$ cat src/rtl/fetch_unit.sv
// Instruction-fetch stage: owns the PC and the IF/ID register and applies redirects, stalls and halt.
// Optional performance counters are built when FETCH_PERF_CNT_EN is defined.
module fetch_unit #(
  parameter int unsigned PC_W = 9
) (
  input  logic            clk,
  input  logic            reset,
  input  logic            PcSel,
  input  logic [31:0]     BrPC,
  input  logic            Halt,
  input  logic            Stall,
  input  logic [31:0]     InstrIn,
  output logic [PC_W-1:0] ImemAddr,
  output logic [PC_W-1:0] IfId_PC,
  output logic [31:0]     IfId_Instr,
  output logic            IfId_Valid,
  output logic            Halted,
  output logic            Fault,
  output logic [15:0]     RedirCnt,
  output logic [15:0]     StallCnt
);

  localparam logic [1:0] StRun    = 2'd0;
  localparam logic [1:0] StHalted = 2'd1;
  localparam logic [1:0] StFault  = 2'd2;

  logic [1:0]      state_q, state_d;
  logic [PC_W-1:0] pc_q, pc_d;
  logic [PC_W-1:0] ifid_pc_q, ifid_pc_d;
  logic [31:0]     ifid_instr_q, ifid_instr_d;
  logic            ifid_valid_q, ifid_valid_d;
  logic            redir_evt, stall_evt;

  logic [PC_W-1:0] target;
  logic            target_misaligned;

  // Target bits above the PC width are dropped without any indication.
  assign target            = BrPC[PC_W-1:0];
  assign target_misaligned = (BrPC[1:0] != 2'b00);

  logic unused_brpc;
  assign unused_brpc = ^BrPC[31:PC_W];

  always_comb begin
    state_d      = state_q;
    pc_d         = pc_q;
    ifid_pc_d    = ifid_pc_q;
    ifid_instr_d = ifid_instr_q;
    ifid_valid_d = ifid_valid_q;
    redir_evt    = 1'b0;
    stall_evt    = 1'b0;

    unique case (state_q)
      StRun: begin
        if (PcSel) begin
          // Any redirect squashes the wrong-path instruction, even under a stall.
          redir_evt    = 1'b1;
          ifid_pc_d    = '0;
          ifid_instr_d = '0;
          ifid_valid_d = 1'b0;
          if (Halt) begin
            pc_d    = target;
            state_d = StHalted;
          end else if (target_misaligned) begin
            state_d = StFault;
          end else begin
            pc_d = target;
          end
        end else if (Stall) begin
          stall_evt = 1'b1;
        end else begin
          pc_d         = pc_q + PC_W'(4);
          ifid_pc_d    = pc_q;
          ifid_instr_d = InstrIn;
          ifid_valid_d = 1'b1;
        end
      end
      StHalted, StFault: begin
        ifid_pc_d    = '0;
        ifid_instr_d = '0;
        ifid_valid_d = 1'b0;
      end
      default: begin
        // Unused encoding: park in the fault state rather than fetch garbage.
        state_d      = StFault;
        ifid_pc_d    = '0;
        ifid_instr_d = '0;
        ifid_valid_d = 1'b0;
      end
    endcase
  end

  always_ff @(posedge clk) begin
    if (!reset) begin
      state_q      <= StRun;
      pc_q         <= '0;
      ifid_pc_q    <= '0;
      ifid_instr_q <= '0;
      ifid_valid_q <= 1'b0;
    end else begin
      state_q      <= state_d;
      pc_q         <= pc_d;
      ifid_pc_q    <= ifid_pc_d;
      ifid_instr_q <= ifid_instr_d;
      ifid_valid_q <= ifid_valid_d;
    end
  end

  assign ImemAddr   = pc_q;
  assign IfId_PC    = ifid_pc_q;
  assign IfId_Instr = ifid_instr_q;
  assign IfId_Valid = ifid_valid_q;
  assign Halted     = (state_q == StHalted);
  assign Fault      = (state_q == StFault);

`ifdef FETCH_PERF_CNT_EN
  logic [15:0] redir_cnt_q, stall_cnt_q;

  // Saturating counters so long runs never wrap back to small values.
  always_ff @(posedge clk) begin
    if (!reset) begin
      redir_cnt_q <= '0;
      stall_cnt_q <= '0;
    end else begin
      if (redir_evt && (redir_cnt_q != 16'hFFFF)) begin
        redir_cnt_q <= redir_cnt_q + 16'd1;
      end
      if (stall_evt && (stall_cnt_q != 16'hFFFF)) begin
        stall_cnt_q <= stall_cnt_q + 16'd1;
      end
    end
  end

  assign RedirCnt = redir_cnt_q;
  assign StallCnt = stall_cnt_q;
`else
  logic unused_evt;
  assign unused_evt = redir_evt ^ stall_evt;

  assign RedirCnt = '0;
  assign StallCnt = '0;
`endif

endmodule

$ cat config.mk
export PLATFORM = sky130hd
export DESIGN_NAME = fetch_unit
export DESIGN_NICKNAME = d
export VERILOG_FILES = /design/src/rtl/fetch_unit.sv
export SDC_FILE = /design/constraint.sdc
export NUM_CORES = 1
export LEC_CHECK = 0
export CORE_MARGIN = 2
export CORE_UTILIZATION = 35
export DETAILED_ROUTE_END_ITERATION = 16
export PLACE_DENSITY = 0.78
export SYNTH_ARGS = -nofsm -noshare
export SYNTH_HDL_FRONTEND = slang
export SYNTH_SLANG_ARGS = --single-unit
$ cat constraint.sdc
create_clock -name clk -period 2.9 [get_ports clk]
set_input_delay 0.725 -clock clk [delete_from_list [all_inputs] [get_ports clk]]
set_output_delay 0.725 -clock clk [all_outputs]
set_load 0.02 [all_outputs]
## After elaboration in Yosys (flattened, before gate mapping)

Index checks and enable logic that the tools add are counted.

| storage, ports and cells | value |
|---|---|
| register bits | 53 |
| latch bits | 0 |
| memory bits (writable) | 0 |
| bits in read-only memories | 0 |
| logic and storage cells | 29 |
| memories | 0 |

| operators by class | value |
|---|---|
| add/subtract/negate cells | 1 |
| multiply operators | 0 |
| divide/modulo/power cells | 0 |
| magnitude comparators | 0 |
| eq/ne operators | 6 |
| shift operators | 0 |
| multiplexer cells | 8 |
| bitwise logic cells | 3 |
| reductions and logical operators | 6 |

Operator list:

| operator | count |
|---|---|
| $mux 9 | 4 |
| $add 9x3->9 const B | 1 |
| $mux 2 | 3 |
| $ne 3x3->1 const B | 2 |
| $reduce_and 3->1 | 2 |
| $ne 2x2->1 const B | 2 |
| $pmux 2 s2 | 1 |
| $not 1->1 | 3 |
| $reduce_or 3->1 | 1 |
| $eq 2x1->1 const B | 1 |
| $eq 2x2->1 const B | 1 |
| $logic_not 2->1 | 1 |
| $reduce_bool 2->1 | 1 |
| $reduce_or 2->1 | 1 |

## Depth between registers and ports, before layout

| logic depth | value |
|---|---|
| depth after elaboration | 5 |
| gate-level depth with buffers | 6 |
| gate-level depth less buffers | 5 |

## Worst setup path before layout

Ideal clock, no wire load.

| path | value |
|---|---|
| kind | input -> register |
| start point | input Stall |
| end point | register pc_q[2], in the netlist ImemAddr[2] |
| arrival time | 1.533 ns |
| data required time | 2.751 ns |
| path slack | 1.218 ns |
| cell stages on the path | 6 |
| path buffers | 2 |
| path through | clkbuf_1 > nand2b_1 > o311a_1 > buf_4 > a21oi_1 > a311oi_2 |

| on the way | value |
|---|---|
| word-level cells in the longest chain between the ends | 2 |

RTL lines:

| element | RTL line | source |
|---|---|---|
| start: declaration | 11 | `input logic Stall,` |
| $ne 2x2->1 (no source line) | - |  |
| $reduce_and 3->1 (no source line) | - |  |
| end signal: assignment | 102 | `pc_q <= pc_d;` |
| end: declaration | 28 | `logic [PC_W-1:0] pc_q, pc_d;` |

No other way between the ends.
A chain may end at the register's enable or synchronous reset.

## Worst setup path in the final report

| path | value |
|---|---|
| start point | register state_q[1] |
| end point | output Halted |

| on the way | value |
|---|---|
| word-level cells in the longest chain between the ends | 1 |

RTL lines:

| element | RTL line | source |
|---|---|---|
| start: declaration | 27 | `logic [1:0] state_q, state_d;` |
| start signal: assignment | 95 | `state_q <= StRun;` |
| start signal: assignment | 101 | `state_q <= state_d;` |
| $eq 2x1->1 | 113 | `assign Halted = (state_q == StHalted);` |
| end: declaration | 17 | `output logic Halted,` |

No other way between the ends.

==> metrics.txt <==
CTS Buf Count=5; fraction of layout instances using a drive strength above 1=under 10%; end of the worst register-to-register path=ImemAddr[2]; Resized Gates After CTS=0; clock latency reported for the late side of the worst-skew pair=0.31 ns; wire length of the first global-routing pass=roughly 9000 um; crit path launch type=register; number of max-slew violations in the final report=0; Syn Inst Count=around 250; number of H-tree levels=2; Hold Path End=IfId_Valid; Final setup violation count=0; number of antenna-violating nets in the routed design=0; count of boundary I/O pins=154; Period Utilization, post-route=about three quarters; largest net degree at the start of global routing=27; deepest clock path buffer count=2; number of vias per cell after detailed routing=approximately 4.6; warnings from Yosys=0; reg-to-reg startpoint=state_q[1]; P&R area growth vs syn=43.59%; routed len/inst=13.10 um; Syn Std Cell Area=~2400 um2; number of buffers inserted by hold repair at cts=0; number of diodes=0; kind of capture point of the worst setup path=output port; GRT Util Overall=15.00%; overall overflow remaining after global route=0; worst min-delay path startpoint=IfId_Valid; half-perimeter wire length after detailed placement=between 4000 and 5000 um; worst reg2reg path depth=5; Most Crowded Layer GR=met2; Chip Height=86.31 um; # Post-CTS Setup Buffers=0; final standard cell utilization of the core=between 50% and 60%; gpl congestion=0.7517; number of synthesized register bits=53; Clk Tree Root Cell=sky130_fd_sc_hd__clkbuf_8; total leakage power=1.420 nW; count of buffers inserted at the top-level ports=98; initial detailed-routing violation count=26; number of placed instances, taps included=414; CP arrival=between 1 and 1.5 ns; setup slack of the most critical reg-to-reg path=~1.3 ns; sequential-to-total area share from yosys stat=around 45%; row cnt=29; Max Fanout on Critical Path=3; number of antenna violations at the first check in global routing=0; RSZ-0062 raised after global routing=no; distinct cell type count after synthesis=34; count of placed standard cells in the final layout, fillers left out=roughly 420; power per unit of standard cell area=583.5 nW/um2; final critical path time including I/O delays and setup=~2.2 ns; Clock Pin Slew Worst Setup and Hold Paths=approximately 0.10 ns; TritonCTS clock tree=done; total wire length after detailed routing=between 5000 and 6000 um; met3 usage in global routing=between 5 and 6%; DIE AREA=~7400 um2; final hold violation count=0; hold path depth=2; worst min-delay path class=reg2reg; required time worst endpoint=around 2.2 ns; worst clock skew on the final layout=0.009241 ns; outcome=completed; vias in the first global route=1847; Global Route met1 Usage=approximately 18%; total vias in the final route=about 1900; Final Total Pwr=0.001987 W; router iterations before antenna repair=2; post-detailed-route DRC marker count=0; synthesized area divided by synthesized cell count=9.638 um2; clock sinks=53; setup_tns=0 ns; effective utilization at floorplan=~37%; number of max-capacitance violations reported=0; global routing met2 resource utilization=between 20% and 30%; die extent in x=around 86 um; f_max=~0.45 GHz; floorplan core area=about 6500 um2; IR Drop Worst-Case VDD=between 200 and 300 uV; start-to-end type of the worst setup path=reg2out; Total Nets Final=~420
==> worst max path at each step <==
stage | start | cells past startpoint | end | slack, ns
5_1_grt | ImemAddr[3] | 1 | ImemAddr[3] | 0.59
4_1_cts | state_q[1] | 3 | Halted | 0.67
2_1_floorplan | Stall | 6 | ImemAddr[2] | 1.22
3_5_place_dp | PcSel | 5 | ImemAddr[5] | 0.52
3_3_place_gp | PcSel | 5 | ImemAddr[6] | 0.58
6_report | state_q[1] | 3 | Halted | 0.69
==> sequential cells by signal, indices dropped and copies added (netlist names) <==
name	flops
IfId_Instr	32
IfId_PC	9
IfId_Valid	1
ImemAddr	9
state_q	2
==> routing by layer <==
| layer | wire length [um] | vias to the layer above |
|---|---|---|
| li1 | - | 968 |
| met1 | 2361 | 868 |
| met2 | 2628 | 80 |
| met3 | 495 | 6 |
| met4 | 44 | 0 |
| met5 | 0 | - |
==> cells in the final DEF, fill, tap and decap left out, types with 2 or more instances in the layout <==
master                            netlist  routed
sky130_fd_sc_hd__nand3_1                3       3
sky130_fd_sc_hd__mux2i_1               46      46
sky130_fd_sc_hd__o21ai_0                2       2
sky130_fd_sc_hd__a211oi_2               2       2
sky130_fd_sc_hd__o31ai_1                2       2
sky130_fd_sc_hd__a31oi_1                3       3
sky130_fd_sc_hd__dfxtp_1               53      53
sky130_fd_sc_hd__a21oi_1                7       7
sky130_fd_sc_hd__ha_1                   4       4
sky130_fd_sc_hd__nand4_1                2       2
sky130_fd_sc_hd__clkbuf_8               0       6
sky130_fd_sc_hd__nor3_1                 2       2
sky130_fd_sc_hd__inv_1                  4       4
sky130_fd_sc_hd__buf_4                 33       6
sky130_fd_sc_hd__nand2b_1               2       2
sky130_fd_sc_hd__nand2_1                5       5
sky130_fd_sc_hd__conb_1                 1      32
sky130_fd_sc_hd__and3_1                 2       2
sky130_fd_sc_hd__clkdlybuf4s50_1        0      97
sky130_fd_sc_hd__nor2_1                48      48
==> cell families (layout without fill, tap and decap cells) <==
logic type / Yosys count / in the layout / share of synthesized area (%)
compound gates: 25 / 25 / 8.232
fa+ha+maj: 4 / 4 / 2.111
buf+inv: 50 / 118 / 13.46
flops: 53 / 53 / 44.75
mux: 46 / 46 / 19.42
other cells: 1 / 32 / 0.1582
simple gates: 67 / 67 / 11.87
==> per-stage QoR <==
step	worst slack, ns	hold slack [ns]	area (um2)
6_report	0.6868	0.4530	3405
5_1_grt	0.5870	0.5036	3405
3_3_place_gp	0.5818	0.4416	3308
2_1_floorplan	1.218	0.5065	2487
3_5_place_dp	0.5209	0.4397	3308
4_1_cts	0.6702	0.4551	3405
==> critical path, stage by stage (launching register included) <==
cell and delay (ns):
sky130_fd_sc_hd__dfxtp_1 0.33, sky130_fd_sc_hd__inv_1 0.09, sky130_fd_sc_hd__ha_1 0.16, sky130_fd_sc_hd__clkdlybuf4s50_1 0.60
==> cells in the mapped netlist <==
| library cell | n | area share, % |
|---|---|---|
| sky130_fd_sc_hd__nand4_1 | 2 | 0.53 |
| sky130_fd_sc_hd__or3_1 | 1 | 0.26 |
| sky130_fd_sc_hd__o311ai_0 | 1 | 0.37 |
| sky130_fd_sc_hd__buf_4 | 33 | 10 |
| sky130_fd_sc_hd__o211a_1 | 1 | 0.42 |
| sky130_fd_sc_hd__conb_1 | 1 | 0.16 |
| sky130_fd_sc_hd__clkinv_1 | 1 | 0.16 |
| sky130_fd_sc_hd__nor3_1 | 2 | 0.42 |
| sky130_fd_sc_hd__o21a_1 | 1 | 0.32 |
| sky130_fd_sc_hd__nand2b_1 | 2 | 0.53 |
| sky130_fd_sc_hd__nor2_1 | 48 | 7.6 |
| sky130_fd_sc_hd__a31oi_1 | 3 | 0.79 |
| sky130_fd_sc_hd__o41ai_1 | 1 | 0.37 |
| sky130_fd_sc_hd__nor3b_1 | 1 | 0.32 |
| sky130_fd_sc_hd__mux2i_1 | 46 | 19 |
| sky130_fd_sc_hd__inv_2 | 1 | 0.16 |
| sky130_fd_sc_hd__and3_1 | 2 | 0.53 |
| sky130_fd_sc_hd__a21oi_1 | 7 | 1.5 |
| sky130_fd_sc_hd__o31ai_1 | 2 | 0.63 |
| sky130_fd_sc_hd__o211ai_1 | 1 | 0.32 |
| sky130_fd_sc_hd__a211oi_2 | 2 | 1.1 |
| sky130_fd_sc_hd__nand3_1 | 3 | 0.63 |
| sky130_fd_sc_hd__o21ai_0 | 2 | 0.42 |
| sky130_fd_sc_hd__clkbuf_1 | 5 | 0.79 |
| sky130_fd_sc_hd__o311ai_2 | 1 | 0.69 |
| sky130_fd_sc_hd__inv_1 | 4 | 0.63 |
| sky130_fd_sc_hd__and2_1 | 1 | 0.26 |
| sky130_fd_sc_hd__a211oi_1 | 1 | 0.32 |
| sky130_fd_sc_hd__dfxtp_1 | 53 | 45 |
| sky130_fd_sc_hd__o311a_1 | 1 | 0.42 |
| sky130_fd_sc_hd__ha_1 | 4 | 2.1 |
| sky130_fd_sc_hd__buf_2 | 6 | 1.3 |
| sky130_fd_sc_hd__nand2_1 | 5 | 0.79 |
| sky130_fd_sc_hd__a311oi_2 | 1 | 0.63 |
==> area by class of cell <==
type	count	area, um2
repair buffers	104	1021
clock buffers	6	82.58
well taps	77	96.34
fillers	589	3054
flip-flops and latches	53	1061
inverters	6	22.52
clock inverters	2	13.76
multi-input cells	174	1107
==> report_power, final <==
| part | total (W) | switching, W | internal (W) |
|---|---|---|---|
| Clock | 0.000439 | 0.000245 | 0.000194 |
| Sequential | 0.000865 | 0.0000605 | 0.000804 |
| Combinational | 0.000683 | 0.000372 | 0.000310 |
| Total | 0.00199 | 0.000678 | 0.00131 |
Note: power is estimated with default switching activity, not from simulation.
